`src/rtl/rst_seq_pkg.sv`:
```
// Shared types for the reset sequencer.
//   rst_seq_state_e : sequencer FSM states
//   rst_cause_e     : encoded cause of the most recent reset entry
//   entry_cause()   : prioritised cause selection when entering ASSERT
package rst_seq_pkg;

  typedef enum logic [1:0] {
    ST_ASSERT  = 2'd0,
    ST_WAIT    = 2'd1,
    ST_RELEASE = 2'd2,
    ST_RUN     = 2'd3
  } rst_seq_state_e;

  typedef enum logic [1:0] {
    CAUSE_POR  = 2'd0,
    CAUSE_LOCK = 2'd1,
    CAUSE_EXT  = 2'd2,
    CAUSE_SW   = 2'd3
  } rst_cause_e;

  // Lock loss outranks the push-button, which outranks software.
  function automatic rst_cause_e entry_cause(input logic locked_s, input logic ext_s);
    if (!locked_s) return CAUSE_LOCK;
    if (!ext_s)    return CAUSE_EXT;
    return CAUSE_SW;
  endfunction

endpackage

```
`src/rtl/rst_seq_sync.sv`:
```
// Multi-flop synchroniser with asynchronous clear to 0.
//   clk   : destination clock
//   rst_n : asynchronous active-low clear
//   d     : asynchronous input
//   q     : synchronised output (Stages edges of latency)
module rst_seq_sync #(
  parameter int unsigned Stages = 2
) (
  input  logic clk,
  input  logic rst_n,
  input  logic d,
  output logic q
);

  logic [Stages-1:0] ff;

  always_ff @(posedge clk or negedge rst_n) begin
    if (!rst_n) begin
      ff <= '0;
    end else begin
      ff <= {ff[Stages-2:0], d};
    end
  end

  assign q = ff[Stages-1];

endmodule

```
`src/rtl/rst_seq.sv`:
```
// Reset sequencer: waits for a stable PLL lock and button, then releases
// NumOut active-low resets one after another, StageGap cycles apart.
//   clk_sys      : system clock
//   rst_sys_n    : asynchronous active-low reset of the sequencer itself
//   locked_i     : PLL lock (asynchronous)
//   ext_rst_ni   : push-button reset, active-low (asynchronous)
//   sw_rst_req_i : synchronous software reset request pulse
//   rst_no       : sequenced active-low resets, bit 0 released first
//   seq_done_o   : all resets released
//   rst_cause_o  : cause of the most recent reset entry (rst_cause_e)
module rst_seq
  import rst_seq_pkg::*;
#(
  parameter int unsigned NumOut     = 3,
  parameter int unsigned SyncStages = 2,
  parameter int unsigned HoldCycles = 1024,
  parameter int unsigned StageGap   = 16
) (
  input  logic              clk_sys,
  input  logic              rst_sys_n,
  input  logic              locked_i,
  input  logic              ext_rst_ni,
  input  logic              sw_rst_req_i,
  output logic [NumOut-1:0] rst_no,
  output logic              seq_done_o,
  output logic [1:0]        rst_cause_o
);

  localparam int unsigned CntMax = (HoldCycles > StageGap) ? HoldCycles : StageGap;
  localparam int unsigned CntW   = $clog2(CntMax + 1);
  localparam logic [CntW-1:0] HoldLast = CntW'(HoldCycles - 1);
  localparam logic [CntW-1:0] GapLast  = CntW'(StageGap - 1);

  // Parameter legality
  if (NumOut == 0 || NumOut > 16) begin : g_bad_num_out
    $error("rst_seq: NumOut must be in 1..16");
  end
  if (SyncStages < 2 || SyncStages > 4) begin : g_bad_sync_stages
    $error("rst_seq: SyncStages must be in 2..4");
  end
  if (HoldCycles == 0) begin : g_bad_hold
    $error("rst_seq: HoldCycles must be at least 1");
  end
  if (StageGap == 0) begin : g_bad_gap
    $error("rst_seq: StageGap must be at least 1");
  end

  rst_seq_state_e    state, state_d;
  logic [CntW-1:0]   hold_cnt, hold_d;
  logic [CntW-1:0]   gap_cnt, gap_d;
  logic [NumOut-1:0] rst_d, rst_shift;
  logic [1:0]        cause_d;
  logic              locked_s, ext_s, good, abort;

  // The synchronisers restart from 0 on rst_sys_n, so removal of the
  // system reset only reaches the FSM through SyncStages clock edges.
  rst_seq_sync #(.Stages(SyncStages)) u_sync_locked (
    .clk   (clk_sys),
    .rst_n (rst_sys_n),
    .d     (locked_i),
    .q     (locked_s)
  );

  rst_seq_sync #(.Stages(SyncStages)) u_sync_ext (
    .clk   (clk_sys),
    .rst_n (rst_sys_n),
    .d     (ext_rst_ni),
    .q     (ext_s)
  );

  assign good  = locked_s & ext_s;
  assign abort = ~good | sw_rst_req_i;

  // Next release pattern: shift a 1 in at bit 0 (released bits stay high).
  assign rst_shift = NumOut'({rst_no, 1'b1});

  // Next-state and next-output logic
  always_comb begin
    state_d = state;
    rst_d   = rst_no;
    hold_d  = hold_cnt;
    gap_d   = gap_cnt;
    cause_d = rst_cause_o;

    if (state != ST_ASSERT && abort) begin
      state_d = ST_ASSERT;
      rst_d   = '0;
      hold_d  = '0;
      gap_d   = '0;
      cause_d = entry_cause(locked_s, ext_s);
    end else begin
      case (state)
        ST_ASSERT: begin
          rst_d  = '0;
          hold_d = '0;
          gap_d  = '0;
          if (!abort) state_d = ST_WAIT;
        end
        ST_WAIT: begin
          if (hold_cnt == HoldLast) begin
            rst_d   = rst_shift;
            state_d = (&rst_shift) ? ST_RUN : ST_RELEASE;
          end else begin
            hold_d = (hold_cnt == '1) ? hold_cnt : hold_cnt + CntW'(1);
          end
        end
        ST_RELEASE: begin
          if (gap_cnt == GapLast) begin
            rst_d = rst_shift;
            gap_d = '0;
            if (&rst_shift) state_d = ST_RUN;
          end else begin
            gap_d = (gap_cnt == '1) ? gap_cnt : gap_cnt + CntW'(1);
          end
        end
        ST_RUN:  state_d = ST_RUN;
        default: state_d = ST_ASSERT;
      endcase
    end
  end

  // State and output registers
  always_ff @(posedge clk_sys or negedge rst_sys_n) begin
    if (!rst_sys_n) begin
      state       <= ST_ASSERT;
      hold_cnt    <= '0;
      gap_cnt     <= '0;
      rst_no      <= '0;
      seq_done_o  <= 1'b0;
      rst_cause_o <= 2'(CAUSE_POR);
    end else begin
      state       <= state_d;
      hold_cnt    <= hold_d;
      gap_cnt     <= gap_d;
      rst_no      <= rst_d;
      seq_done_o  <= &rst_d;
      rst_cause_o <= cause_d;
    end
  end

endmodule

```
`config.mk`:
```
export PLATFORM = sky130hd
export DESIGN_NAME = rst_seq
export DESIGN_NICKNAME = d
export VERILOG_FILES = /design/src/rtl/rst_seq_pkg.sv /design/src/rtl/rst_seq_sync.sv /design/src/rtl/rst_seq.sv
export SDC_FILE = /design/constraint.sdc
export NUM_CORES = 1
export LEC_CHECK = 0
export ABC_AREA = 1
export BUFFER_PORTS_ARGS = -buffer_cell sky130_fd_sc_hd__buf_4
export CAP_MARGIN = 20
export CORE_MARGIN = 3
export CORE_UTILIZATION = 60
export DETAILED_ROUTE_END_ITERATION = 10
export GPL_TIMING_DRIVEN = 1
export HOLD_SLACK_MARGIN = 0.05
export PLACE_DENSITY = 0.77
export SLEW_MARGIN = 20
export SYNTH_ARGS = -nofsm -noshare
export SYNTH_HDL_FRONTEND = slang
export SYNTH_SLANG_ARGS = --single-unit
export TNS_END_PERCENT = 100
```
`constraint.sdc`:
```
create_clock -name clk_sys -period 4.7 [get_ports clk_sys]
set_clock_uncertainty 0.05 [all_clocks]
set_input_delay 0.94 -clock clk_sys [delete_from_list [all_inputs] [get_ports clk_sys]]
set_output_delay 0.94 -clock clk_sys [all_outputs]
set_load 0.05 [all_outputs]
```
Word-level counts from Yosys, hierarchy flattened
Cells that the tools add are included.
- output and inout port bits: 6
- bits of input ports: 5
- register bits after elaboration: 34
- reduce and logical (&&, ||, !) cells: 10
- add/sub/neg operators: 2
- bitwise operators: 3
- equality and inequality tests: 14
- multiplexer cells: 28
- operators by type and width (kind ; number):
    11-bit two-way mux ; 6
    11-bit case mux with 2 select lines ; 2
    11-bit by 1-bit adder with 11-bit output, second input constant ; 2
    11-bit == test, second input constant ; 2
    2-bit two-way mux ; 9
    3-bit inequality test, second input constant ; 6
    11-bit by 10-bit == test with 1-bit output, second input constant ; 1
    11-bit by 4-bit == test with 1-bit output, second input constant ; 1
    3-bit two-way mux ; 3
    3-bit case mux with 3 select lines ; 1
    2-bit case mux with 4 select lines ; 1
    1-bit two-way mux ; 6
    3-bit AND reduction ; 2
    3-bit nonzero test ; 2
    2-bit == test, second input constant ; 2
    4-bit inequality test, second input constant ; 1
    2-bit AND reduction ; 2
    4-bit AND reduction ; 1
    2-bit by 1-bit == test with 1-bit output, second input constant ; 1
    2-bit logical NOT ; 1
    2-bit nonzero test ; 1
    1-bit AND ; 1
    1-bit logical AND ; 1
    1-bit NOT ; 1
    1-bit OR ; 1

Depth between registers and ports, before layout
- word-level depth: 9
- mapped depth: 11
- gate-level depth less buffers: 10

Hierarchy
From an unflattened synthesis, not the netlist that was laid out.
- cell total of the unflattened synthesis: 261
- area, all modules: 1993.2 sq um
- by module, submodules not included (module ; cells each ; seq. area each (sq um) ; area each (sq um) ; instances):
    rst_seq ; 257 ; 750.7 ; 1893.1 ; 1
    rst_seq_sync ; 2 ; 50.0 ; 50.0 ; 2

Worst setup path after synthesis
Ideal clock, no wire load.
- path type: input port to flip-flop
- start: in sw_rst_req_i
- end: reg gap_cnt[7]
- required time: 4533 ps
- stages on the path: 9
- setup time: 117 ps
- path slack: 2748 ps
- data arrival time: 1785 ps
- cells stage by stage: nor2_4 -> inv_2 -> nand2_2 -> nand3_2 -> nand2_1 -> nand2_2 -> buf_6 -> nand2_1 -> o21ai_2
- word-level cells in the longest chain between the ends: 4
- ends and longest elaborated chain (item ; RTL line ; source):
    from (decl) ; rst_seq.sv:23 ; input logic sw_rst_req_i,
    1-bit OR * ; rst_seq.sv:72 ; assign abort = ~good | sw_rst_req_i;
    1-bit logical AND * ; rst_seq.sv:85 ; if (state != ST_ASSERT && abort) begin
    4-bit inequality test (no line) or 3-bit nonzero test (tied branches) ; - ;
    2-bit AND reduction (no line) ; - ;
    to (signal assigned) ; rst_seq.sv:134 ; gap_cnt <= gap_d;
    to (decl) ; rst_seq.sv:50 ; logic [CntW-1:0] gap_cnt, gap_d;
Every way passes the cells marked *; elsewhere a longest branch is shown, timed or not.
A chain may end at the register's enable or synchronous reset.

Worst setup path in the final report
Same ends and word-level chain as after synthesis.

==> flow_metrics.tcl <==
set metrics [dict create \
    outcome "finished, final reports clean" \
    drive_above_1_share_pct 15.8 \
    fin_crit_sh_pct 44.4 \
    cts_resized 0 \
    vias_per_cell 5.57 \
    r2r_slack_ps 2740 \
    wl_um 4390 \
    area_delta_synth_final_pct 9.32 \
    setup_viol 0 \
    p_per_area_nw_per_um2 330 \
    initial_core_util_pct 64.8 \
    post_synth_num_cell_types 29 \
    first_iter_violations 152 \
    io_buffers 10 \
    root_buffer "clkbuf_4" \
    die_area_sq_um 4110 \
    max_freq_mhz 479 \
    nNetsFinal 285 \
    overflow 0 \
    ios 11 \
    hold_slack_ps 322 \
    worst_path_max_delay_cell "nand2_2" \
    die_w_um 64.1 \
    setup_tns_ps 0 \
    wl_per_cell_um 13.6 \
    synth.avg_cell_area_sq_um 7.60 \
    core_area_sq_um 3130 \
    die_h_um 64.1 \
    path_max_fanout 16 \
    slew_headroom_pct 51.0 \
    fin_cells 323 \
    slew_viol_final 0 \
    cp_top_family "simple AND/OR/NAND/NOR gates" \
    drc 0 \
    synth_edf_count 0 \
    grt_antenna_before_repair 0 \
    post_cts_buffers 0 \
    critPathLaunchType "input port" \
    path_buf_inv 2 \
    cp.arrival_ps 2300 \
    worstPathCellList "buf_4 > nor2_4 > inv_2 > nand2_2 > nand3_2 > nand2_1 > nand2_2 > nand2_1 > o21ai_2" \
    fillers 254 \
    final_cell_mix "67 x nand2_1, 34 x dfrtp_1, 28 x nand3_1, 28 x inv_1, 23 x nor2_1" \
    hold_viol_final 0 \
    worstMarginPinSlew_ps 733 \
    critPathMaxStageDelay_ps 280 \
    synthesis.area_sq_um 2030 \
    crit_required_ps 4910 \
    gp_congestion 0.854 \
    rsz0062_at_grt "false" \
    multi_input_area_sq_um 1010 \
    num_vias 1799 \
    insertion_delay_ps 360 \
    ys_warn_count 0 \
    grt_pass1_wl_um 7570 \
    ctsHoldBuffers 0 \
    clkTransAtPathRegs_ps 120 \
    cts_tree "done" \
    p_leak_uw 0.00103 \
    endpoint_kind "flop" \
    seq_area_frac_synth_pct 41.9 \
    grt_pass1_vias 1593 \
    grt_max_degree 35 \
    final_area_sq_um 2220 \
    dp_slack_ps 2240 \
    dpl-instance-area_sq_um 2110 \
    clock-sinks 34 \
    hpwlAfterDp_um 3170 \
    final_common_cell "nand2_1" \
    htreeDepth 2 \
    fin_ws_ps 2610 \
    dr.pass1.iters 4 \
    synth-seq-cells 34 \
    drv_cap 0 \
    syn_nets 274 \
    min_path_type "flop to flop" \
    path_class "input port to flop" \
    period_minus_slack_ps 2090 \
    cts_buffers 5 \
    diodes 0 \
    rows 20 \
    ant_nets 0 \
    cts.path.max_buffers 2 \
    synth_cells 267 \
    synth_ff_type "dfrtp_1" \
    ir_worst_vdd_mv 0.299 \
    register_area_sq_um 851 \
    synthArstFlopShare_pct 100 \
    place_inst 315 \
    gr-usage-all-layers_pct 23.9 \
]
-- where the power goes --
part / total (uW) / switching [uW] / internal [uW]
Sequential: 318 / 11.0 / 307
Clock: 274 / 107 / 166
Combinational: 139 / 109 / 30.8
-- synth_stat cells, drive strengths merged, types with 3 or more instances --
master,instances,area [sq um]
o21bai,3,22.5
nor3,7,46.3
nand4,21,131
o21ai,23,153
a21oi,3,15.0
dfrtp,34,851
inv,31,116
nor2,28,128
buf,5,43.8
nand2,71,277
nand3,31,170
-- final timing paths --
path / from / to / depth (start not counted)
worst max register to register: state[1]$_DFFE_PN0P_ / gap_cnt[7]$_DFFE_PN0P_ / 7
min in group asynchronous: rst_sys_n / gap_cnt[6]$_DFFE_PN0P_ / 1
worst min-delay path: u_sync_ext.ff[0]$_DFF_PN0_ / u_sync_ext.ff[1]$_DFF_PN0_ / 0
max in group asynchronous: rst_sys_n / hold_cnt[0]$_DFFE_PN0P_ / 1
worst max-delay path: sw_rst_req_i / gap_cnt[7]$_DFFE_PN0P_ / 9
worst min register to register: u_sync_ext.ff[0]$_DFF_PN0_ / u_sync_ext.ff[1]$_DFF_PN0_ / 0
-- flip-flops by register name (all words and copies together) (netlist names) --
register and flops:
gap_cnt 11, hold_cnt 11, rst_cause_o 2, rst_no 3, seq_done_o 1, state 2
u_sync_ext.ff 2, u_sync_locked.ff 2
-- kinds of logic (layout without fill, tap and decap cells) --
logic type	count (synthesis)	after routing	share of synthesized area (%)
simple gates	162	162	38.4
buf+inv	38	50	8.27
flops	34	34	41.9
compound gates	31	31	10.2
fa+ha+maj	2	2	1.23
-- layout make-up --
cell class                 instances  share of cell area [%]
multi-input combinational        195                    45.5
clock inverter                     3                    3.10
sequential                        34                    38.4
tap                               44                    2.48
timing repair buffer              10                    3.39
clock buffer                       5                    1.69
inverter                          32                    5.42
-- routing by layer --
metal,part of all wire [%],global-route usage [%],up-vias
li1,-,-,920
met1,50,36.1,820
met2,42,33.0,52
met3,6.0,5.62,7
met4,1.2,8.97,0
met5,0,0,-
-- per-stage QoR --
stage | power, uW | utilization [%]
detailed placement | 462 | 67.5
global route | 759 | 70.9
floorplan | 418 | -
global placement | 458 | 67.5
CTS | 735 | 70.9
finish | 731 | 70.9
(Power assumes the default switching activity.)
